<file path="src/rtl/usb_term_pkg.sv">
// Shared terminal-side constants, parser state encoding and the character
// classifier used by the hex line parser.
package usb_term_pkg;

  localparam logic [7:0] CH_CR = 8'h0D;
  localparam logic [7:0] CH_LF = 8'h0A;
  localparam logic [7:0] CH_SP = 8'h20;
  localparam logic [7:0] CH_0  = 8'h30;
  localparam logic [7:0] CH_UA = 8'h41;
  localparam logic [7:0] CH_LA = 8'h61;

  // HI: waiting for the high nibble of a byte; LO: high nibble is held
  typedef enum logic {
    ST_HI = 1'b0,
    ST_LO = 1'b1
  } hex_state_e;

  typedef enum logic [1:0] {
    CC_HEX  = 2'd0,
    CC_SEP  = 2'd1,
    CC_TERM = 2'd2,
    CC_BAD  = 2'd3
  } char_class_e;

  typedef struct packed {
    char_class_e cls;
    logic [3:0]  nib;
  } char_info_t;

  // Classify one ASCII character; nib is only meaningful for CC_HEX
  function automatic char_info_t classify(input logic [7:0] c);
    char_info_t r;
    r.cls = CC_BAD;
    r.nib = 4'h0;
    if (c >= CH_0 && c <= (CH_0 + 8'd9)) begin
      r.cls = CC_HEX;
      r.nib = c[3:0];
    end else if ((c >= CH_UA && c <= (CH_UA + 8'd5)) ||
                 (c >= CH_LA && c <= (CH_LA + 8'd5))) begin
      // 'A'/'a' have low nibble 1, so value = low nibble + 9
      r.cls = CC_HEX;
      r.nib = c[3:0] + 4'd9;
    end else if (c == CH_SP) begin
      r.cls = CC_SEP;
    end else if (c == CH_CR || c == CH_LF) begin
      r.cls = CC_TERM;
    end
    return r;
  endfunction

endpackage

</file>
<file path="src/rtl/usb_hexparse_fifo.sv">
// Decoded-byte FIFO. DEPTH must be a power of two (>= 2); pointers wrap
// naturally at their width. A push while full is accepted only when a pop
// happens in the same cycle, so the slot being read is the one rewritten.
module usb_hexparse_fifo #(
  parameter int DEPTH = 16
) (
  input  logic       clk48,
  input  logic       rst_n,
  input  logic       push,
  input  logic [7:0] wdata,
  input  logic       pop,
  output logic [7:0] rdata,
  output logic       full,
  output logic       empty
);

  localparam int AW = $clog2(DEPTH);

  logic [7:0]    mem [DEPTH];
  logic [AW-1:0] wr_ptr;
  logic [AW-1:0] rd_ptr;
  logic [AW:0]   count;
  logic          do_push;
  logic          do_pop;

  assign empty   = (count == '0);
  assign full    = (count == (AW+1)'(DEPTH));
  assign do_pop  = pop && !empty;
  assign do_push = push && (!full || do_pop);
  // Head is forced to zero when empty so the output is clean after reset
  assign rdata   = empty ? 8'h00 : mem[rd_ptr];

  // Storage write; contents need no reset because count gates visibility
  always_ff @(posedge clk48) begin
    if (do_push) mem[wr_ptr] <= wdata;
  end

  // Pointer and occupancy bookkeeping
  always_ff @(posedge clk48 or negedge rst_n) begin
    if (!rst_n) begin
      wr_ptr <= '0;
      rd_ptr <= '0;
      count  <= '0;
    end else begin
      if (do_push) wr_ptr <= wr_ptr + 1'b1;
      if (do_pop)  rd_ptr <= rd_ptr + 1'b1;
      case ({do_push, do_pop})
        2'b10:   count <= count + 1'b1;
        2'b01:   count <= count - 1'b1;
        default: count <= count;
      endcase
    end
  end

endmodule

</file>
<file path="src/rtl/usb_hexparse.sv">
// ASCII hex line parser: turns pairs of hex digits from a terminal into
// bytes queued in a FIFO. Optional character echo is built when the macro
// HEXPARSE_ECHO_EN is defined.
//
// Output handshake: dout is valid while dout_v is high; a byte is consumed
// on a rising clk48 edge where dout_v and dout_rdy are both high, and dout
// holds its value for as long as dout_v is high and dout_rdy is low.
module usb_hexparse
  import usb_term_pkg::*;
#(
  parameter int DEPTH = 16
) (
  input  logic       clk48,
  input  logic       rst_n,
  input  logic [7:0] din,
  input  logic       din_v,
  output logic [7:0] dout,
  output logic       dout_v,
  input  logic       dout_rdy,
  output logic       eol,
  output logic       err,
  output logic       ovf,
`ifdef HEXPARSE_ECHO_EN
  output logic [7:0] echo,
  output logic       echo_v,
`endif
  output hex_state_e dbg_state
);

  hex_state_e state, state_n;
  logic       din_v_q;
  logic       take;
  char_info_t ci;
  logic [3:0] hi_nib;
  logic       hi_ld;
  logic       push;
  logic       err_n;
  logic       eol_n;
  logic       pop;
  logic       full;
  logic       empty;

  assign take      = din_v && !din_v_q;
  assign ci        = classify(din);
  assign pop       = dout_v && dout_rdy;
  assign dout_v    = !empty;
  assign dbg_state = state;

  // Strobe edge detector; resets high so a strobe already up is not an edge
  always_ff @(posedge clk48 or negedge rst_n) begin
    if (!rst_n) din_v_q <= 1'b1;
    else        din_v_q <= din_v;
  end

  // Parser next state and per-character actions
  always_comb begin
    state_n = state;
    hi_ld   = 1'b0;
    push    = 1'b0;
    err_n   = 1'b0;
    eol_n   = 1'b0;
    if (take) begin
      case (state)
        ST_HI: begin
          case (ci.cls)
            CC_HEX:  begin hi_ld = 1'b1; state_n = ST_LO; end
            CC_TERM: eol_n = 1'b1;
            CC_BAD:  err_n = 1'b1;
            default: ;
          endcase
        end
        ST_LO: begin
          state_n = ST_HI;
          case (ci.cls)
            CC_HEX:  push = 1'b1;
            CC_TERM: begin err_n = 1'b1; eol_n = 1'b1; end
            default: err_n = 1'b1;
          endcase
        end
        default: state_n = ST_HI;
      endcase
    end
  end

  // Parser state, held nibble and registered status pulses
  always_ff @(posedge clk48 or negedge rst_n) begin
    if (!rst_n) begin
      state  <= ST_HI;
      hi_nib <= 4'h0;
      eol    <= 1'b0;
      err    <= 1'b0;
      ovf    <= 1'b0;
    end else begin
      state <= state_n;
      if (hi_ld) hi_nib <= ci.nib;
      eol <= eol_n;
      err <= err_n;
      if (push && full && !pop) ovf <= 1'b1;
    end
  end

  usb_hexparse_fifo #(
    .DEPTH(DEPTH)
  ) u_fifo (
    .clk48 (clk48),
    .rst_n (rst_n),
    .push  (push),
    .wdata ({hi_nib, ci.nib}),
    .pop   (pop),
    .rdata (dout),
    .full  (full),
    .empty (empty)
  );

`ifdef HEXPARSE_ECHO_EN
  // Echo accepted digits and separators; any terminator echoes as CR
  always_ff @(posedge clk48 or negedge rst_n) begin
    if (!rst_n) begin
      echo   <= 8'h00;
      echo_v <= 1'b0;
    end else begin
      echo_v <= take && (ci.cls != CC_BAD);
      if (take && ci.cls != CC_BAD) echo <= (ci.cls == CC_TERM) ? CH_CR : din;
    end
  end
`endif

endmodule

</file>
<file path="config.mk">
export PLATFORM = sky130hd
export DESIGN_NAME = usb_hexparse
export DESIGN_NICKNAME = d
export VERILOG_FILES = /design/src/rtl/usb_term_pkg.sv /design/src/rtl/usb_hexparse_fifo.sv /design/src/rtl/usb_hexparse.sv
export SDC_FILE = /design/constraint.sdc
export NUM_CORES = 1
export LEC_CHECK = 0
export ABC_AREA = 1
export ABC_CLOCK_PERIOD_IN_PS = 2200
export CORE_MARGIN = 2
export CORE_UTILIZATION = 54
export CTS_CLUSTER_SIZE = 24
export DETAILED_ROUTE_END_ITERATION = 12
export GPL_ROUTABILITY_DRIVEN = 0
export PLACE_DENSITY = 0.83
export SLEW_MARGIN = 20
export SYNTH_ARGS = -nofsm -noshare
export SYNTH_HDL_FRONTEND = slang
export SYNTH_SLANG_ARGS = --single-unit
export TNS_END_PERCENT = 20
</file>
<file path="constraint.sdc">
create_clock -name clk48 -period 2.2 [get_ports clk48]
set_input_delay 0.44 -clock clk48 [delete_from_list [all_inputs] [get_ports clk48]]
set_output_delay 0.44 -clock clk48 [all_outputs]
set_load 0.1 [all_outputs]
</file>
==> impl_metrics.yaml, run 1 <==
global_routing:
  grt_max_degree: 29
  grt_overflow_total: 0
  grt_pass1_vias: 4958
  track_usage: 0.274
  antenna_found_initial: 0
  grt_pass1_wl_um: 26100
run:
  cap_violations: 0
route:
  first_iter_violations: 628
  drc: 0
  wl_per_cell_um: 22.4
  vias: 4920
  drt_wl_total_um: 17700
  vias_per_cell: 6.24
  ant_nets: 0
  dr.pass1.iters: 8
power_and_ir_drop:
  peakVddDrop_v: 0.00103
  switching_power_uw: 5180
  clkPwrFrac: 0.233
  internal_power_uw: 7190
  powerDensity_nw_per_um2: 1430
  power_leakage_uw: 0.00327
  power_frac_seq: 0.281
  total_power_uw: 12400
  comb_power_share: 0.486
  switching_share: 0.419
die:
  initial_core_util: 0.556
  fp-row-count: 39
  coreArea_sq_um: 11500
  die_w_um: 113
  ioPinCount: 25
  dieHeight_um: 113
  die_area_sq_um: 12800
synthesis:
  syn_area_per_cell_sq_um: 12.3
  async_reset_ff_frac: 0.147
  ys_types: 38
  ys_seq_elements: 150
  ys.flop_type: "edfxtp_1"
  synth_cells: 521
  synth_edf_count: 128
  synthesis.nets: 546
  yosysWarnings: 0
  netlist_area_sq_um: 6410
  ys_seq_area_frac: 0.686
final_layout:
  num_antenna_cells: 0
  final_cell_mix: "128 x edfxtp_1, 91 x nor2_1, 75 x buf_4, 54 x o21ai_0, 28 x nand2_1"
  fillers: 642
  mostFrequentLayoutCell: "edfxtp_1"
  area_growth_pct: 34.6
  final_util: 0.749
  drive_above_1_share: 0.344
  fin_nets: 657
timing:
  worstMarginPinSlew_ns: 0.666
  skew_ns: 0.00828
  rsz0062_at_grt: "yes"
  fmax_mhz: 380
  hold_violations: 0
  setup_viol: 9
  setup_slack_ns: -0.432
  slew_viol_final: 0
  finalCriticalPeriod_ns: 2.63
  fin_crit_sh: 1.20
  relSlewSlack: 0.556
clock_network:
  htreeDepth: 4
  path_clk_slew_ns: 0.07
  cts_buffer_depth: 2
  cts_tree: "yes"
  clock-sinks: 150
  hold_buffers: 0
  cts-root-buf: "clkbuf_16"
  numCtsBuffers: 17
  clock_latency_ns: 0.42
worst_setup_path:
  cp.arrival_ns: 2.19
  end_kind: "output pin"
  cp_slowest_cell: "dfrtp_2"
  r2r_slack_ns: 0.05
  crit_path_start_kind: "flip-flop"
  worst-endpoint-required_ns: 1.76
  worstPathMaxFanout: 14
  r2r-end: "u_fifo.count[4]"
  reg2reg_depth: 16
  critPathKind: "reg -> out"
  cp_cell_sequence: "buf_4 -> buf_8 -> o21ai_1 -> o22ai_2 -> nor2_1 -> nor2_1 -> o21ai_2 -> a21oi_4 -> buf_12"
  rr_startpoint: "u_fifo.count[3]"
  crit_top_cell: "nor2_1"
  crit_family: "compound AO/OA/AOI/OAI gates"
  crit_buf_inv: 3
  cp_slowest_stage_delay_ns: 0.41
placed_design:
  place_hpwl_um: 9840
  io_buffers: 24
outcome:
  violations: "negative setup slack"
  status: "finished, violations left"
min_path:
  min_path_type: "in -> async"
==> per-layer routing <==
metal  global-route usage  vias to the layer above  share of wire
met2                0.473                      322           0.52
met4                0.120                        0          0.030
li1                     -                     2117              -
met5                    0                        -              0
met1                0.334                     2427           0.37
met3               0.0584                       54          0.082
==> repair_timing <==
action,CTS,global route
setup endpoints to repair,122,41
gates cloned,2,3
pin swaps,22,35
resized for setup,46,50
buffers inserted,20,4
==> state kept, by name (all words and copies together) (netlist names) <==
name	cells
dbg_state	1
din_v_q	1
eol	1
err	1
hi_nib	4
ovf	1
u_fifo.count	5
u_fifo.mem	128
u_fifo.rd_ptr	4
u_fifo.wr_ptr	4
==> final cells by class <==
class | count | area (sq um) | share of cell area
clock inverters | 15 | 161 | 0.0187
inverters | 28 | 119 | 0.0138
clock buffers | 17 | 425 | 0.0493
well taps | 143 | 179 | 0.0207
multi-input cells | 319 | 2110 | 0.245
repair buffers | 116 | 1220 | 0.142
flip-flops and latches | 150 | 4400 | 0.510
==> worst reg2reg max path, cell delays in order (launching register included) <==
cell     delay [ns]
dfrtp_1        0.45
nor2_4         0.17
nand3_4        0.12
nand2_4        0.11
inv_4          0.04
nand2_4        0.07
inv_4          0.05
fa_2           0.39
nand2_1        0.08
nand2_1        0.06
a21oi_2        0.15
nand2_1        0.10
o21ai_2        0.07
nand2_1        0.08
nand2_1        0.06
nand2_1        0.07
inv_1          0.06
==> kinds of logic after synthesis <==
kind of cell    after synthesis  share of synthesized area
simple gates                170                      0.118
compound gates              123                      0.114
xor+xnor                     11                     0.0162
fa+ha+maj                    13                     0.0266
mux                           2                    0.00351
buf+inv                      52                     0.0357
flops                       150                      0.686
==> worst max path at each step <==
stage | slack [ns] | from | endpoint | cells after the start
after global placement | -0.54 | din[0] | u_fifo.count[4] | 18
after detailed placement | -0.76 | din[0] | u_fifo.count[4] | 19
after floorplan | -0.12 | u_fifo.count[1] | u_fifo.count[4] | 15
after CTS | -0.34 | u_fifo.rd_ptr[0] | dout[6] | 9
after global routing | -0.49 | u_fifo.rd_ptr[0] | dout[6] | 9
final | -0.43 | u_fifo.rd_ptr[1] | dout[6] | 9
==> power by group through the flow <==
stage,Sequential [uW],Clock [uW],Combinational (uW)
2_1_floorplan,3450,0,3370
6_report,3480,2880,6020
5_1_grt,3490,3010,6290
4_1_cts,3450,2860,5380
3_3_place_gp,3470,0,4750
3_5_place_dp,3490,0,4930
==> stage by stage <==
| stage | cells | worst slack [ns] | TNS, ns | hold WS, ns | cell area [sq um] |
|---|---|---|---|---|---|
| after floorplan | 521 | -0.117 | -0.167 | 0.144 | 6580 |
| after global placement | 727 | -0.538 | -52.06 | 0.467 | 7460 |
| after detailed placement | 727 | -0.757 | -76.85 | 0.475 | 7460 |
| after CTS | 781 | -0.343 | -2.59 | 0.368 | 8360 |
| after global routing | 788 | -0.487 | -3.57 | 0.392 | 8620 |
| final | 788 | -0.432 | -2.92 | 0.370 | 8620 |
==> Yosys cell counts (9+ instances only) <==
master,number,area share
nor2_1,100,0.059
a21oi_1,10,0.0078
ha_1,12,0.023
o21ai_0,73,0.057
o22ai_1,9,0.0088
nand2_1,32,0.019
nand3_1,23,0.018
inv_1,22,0.013
o221ai_1,24,0.033
clkbuf_1,12,0.0070
edfxtp_1,128,0.60
dfrtp_1,21,0.082
Note: power is estimated with default switching activity, not from simulation.
==> inputs of run 2 (changes only) <==
ABC_AREA = default   (was 1)
ABC_CLOCK_PERIOD_IN_PS = 3150   (was 2200)
CORE_UTILIZATION = 62   (was 54)
PLACE_DENSITY = 0.89   (was 0.83)
clock period = 3.15 ns   (was 2.2 ns; I/O delays follow)
==> impl_metrics.yaml, run 2 <==
outcome:
  status: "finished, violations left"
  violations: "negative setup slack"
final_layout:
  final_util: 0.802
  largest_register_ffs: 128
  drive_above_1_share: 0.364
  multi_input_area_sq_um: 2000
  top_regs: "u_fifo.mem (128), u_fifo.count (5)"
  num_antenna_cells: 0
  fin_nets: 469
  final_cell_mix: "128 x edfxtp_1, 50 x buf_4, 40 x mux4_2, 20 x dfrtp_1, 20 x buf_12"
  mostFrequentLayoutCell: "edfxtp_1"
  fillers: 457
  area_growth_pct: 26.6
  regArea_sq_um: 4400
  final_area_sq_um: 8210
  regMostFlops: "u_fifo.mem"
clock_network:
  cts_tree: "yes"
  clock_latency_ns: 0.52
  htreeDepth: 4
  path_clk_slew_ns: 0.06
  cts_buffer_depth: 2
  numCtsBuffers: 17
  cts-root-buf: "clkbuf_8"
  clock-sinks: 150
  hold_buffers: 0
timing:
  skew_ns: 0.00643
  setup_viol: 8
  finalCriticalPeriod_ns: 3.25
  rsz0062_at_grt: "yes"
  hold_violations: 0
  worstMarginPinSlew_ns: 0.679
  slew_viol_final: 0
  fmax_mhz: 308
  setup_slack_ns: -0.101
  relSlewSlack: 0.548
  fin_crit_sh: 1.03
die:
  ioPinCount: 25
  dieHeight_um: 106
  initial_core_util: 0.634
  fp-row-count: 37
  coreArea_sq_um: 10200
  die_area_sq_um: 11300
  die_w_um: 106
power_and_ir_drop:
  power_leakage_uw: 0.00302
  powerDensity_nw_per_um2: 967
  total_power_uw: 7930
  peakVddDrop_v: 0.000873
synthesis:
  ys_types: 55
  netlist.area_leader.share: 0.593
  synth_cells: 353
  synthesis.nets: 378
  async_reset_ff_frac: 0.147
  synth_common_cells: "128 x edfxtp_1, 40 x mux4_2, 21 x dfrtp_1"
  netlist_area_sq_um: 6480
  synth_most_common_cell: "edfxtp_1"
  synth_top_cell_by_area: "edfxtp_1"
  ys_seq_elements: 150
  synth_edf_count: 128
  syn_area_per_cell_sq_um: 18.4
  ys.flop_type: "edfxtp_1"
  yosysWarnings: 0
  ys_seq_area_frac: 0.678
  synth_area_leaders: "edfxtp_1 59%, mux4_2 14%, dfrtp_1 8.1%"
global_routing:
  grt_max_degree: 36
  grt_overflow_total: 0
  antenna_found_initial: 0
  track_usage: 0.330
  grt_pass1_wl_um: 26000
  grt_pass1_vias: 4113
route:
  dr.pass1.iters: 5
  drt_wl_total_um: 17200
  ant_nets: 0
  drc: 0
  vias: 4002
  first_iter_violations: 439
  vias_per_cell: 6.76
  wl_per_cell_um: 29.1
worst_setup_path:
  cp.arrival_ns: 2.62
  rr_startpoint: "u_fifo.count[0]"
  end_kind: "output pin"
  crit_path_start_kind: "flip-flop"
  worst-endpoint-required_ns: 2.52
  critPathKind: "reg -> out"
  worstPathMaxFanout: 6
  startpoint: "u_fifo.rd_ptr[0]"
min_path:
  min_path_type: "reg -> reg"
  worstHoldStart: "ovf"
placed_design:
  place_hpwl_um: 9500
  place_area_sq_um: 7420
  place_worst_setup_slack_ns: -0.622
  io_buffers: 24
run:
  cap_violations: 0
==> run 2: cell count changes after synthesis, sizes merged, moves of 17 or more <==
cell / change
inv: -20
o21ai: -67
nor2: -96
nand2: -17
o221ai: -23
nand3: -23
mux4: +40
==> run 2: logic make-up after synthesis <==
kind of cell	Yosys count	share of synthesized area
and+or+nand+nor	77	0.0683
muxes	44	0.145
AOI/OAI and AO/OA	36	0.0479
adders and majority gates	13	0.0262
xor gates and xnor gates	10	0.0147
buffers and inverters	23	0.0199
DFF	150	0.678
==> run 2: what timing repair did <==
item / 4_1_cts / 5_1_grt
pin swaps: 3 / 2
resized for setup: 20 / 3
buffers inserted: 5 / 0
gates cloned: 4 / 0
setup endpoints to repair: 10 / 10
==> run 2: path summary, 6_finish.rpt <==
path / depth (start not counted) / slack [ns] / end
min reg2reg: 1 / 0.50 / ovf
min in group asynchronous: 2 / 0.52 / u_fifo.rd_ptr[2]
max reg2reg: 11 / 0.13 / u_fifo.count[4]
min: 1 / 0.50 / ovf
max: 6 / -0.10 / dout[6]
max in group asynchronous: 2 / 2.34 / din_v_q
==> run 2: worst max-delay path, cell delays in order, from the launching register on <==
cell and delay, ns:
dfrtp_2 0.41, buf_6 0.15, buf_12 0.14, mux4_2 0.56, mux4_2 0.49, and2_4 0.18, buf_12 0.16
==> run 2: final cells by class <==
type,instances,share of cell area
clock inverter,12,0.0195
tap,136,0.0207
clock buffer,19,0.0514
multi-input combinational,180,0.244
inverter,7,0.00320
sequential,150,0.536
timing repair buffer,88,0.125
==> run 2: power by group <==
part / leakage [uW] / switching [uW] / total, uW / internal (uW)
Sequential: 0.00143 / 217 / 2500 / 2280
Clock: 0.000279 / 754 / 2020 / 1270
Combinational: 0.00131 / 1830 / 3420 / 1580
Total: 0.00302 / 2800 / 7930 / 5130
==> run 2: per-layer routing <==
metal | part of all wire | up-vias | track usage
met5 | 0 | - | 0
met4 | 0.023 | 0 | 0.107
met3 | 0.088 | 48 | 0.0754
met2 | 0.53 | 300 | 0.562
met1 | 0.36 | 2047 | 0.425
li1 | - | 1607 | -
==> run 2: through the flow <==
| stage | hold WS [ns] | setup TNS, ns | std cells |
|---|---|---|---|
| floorplan | 0.334 | 0 | 353 |
| global placement | 0.467 | -1.16 | 553 |
| detailed placement | 0.472 | -2.27 | 553 |
| CTS | 0.467 | -0.501 | 592 |
| global route | 0.521 | -0.891 | 592 |
| finish | 0.497 | -0.531 | 592 |
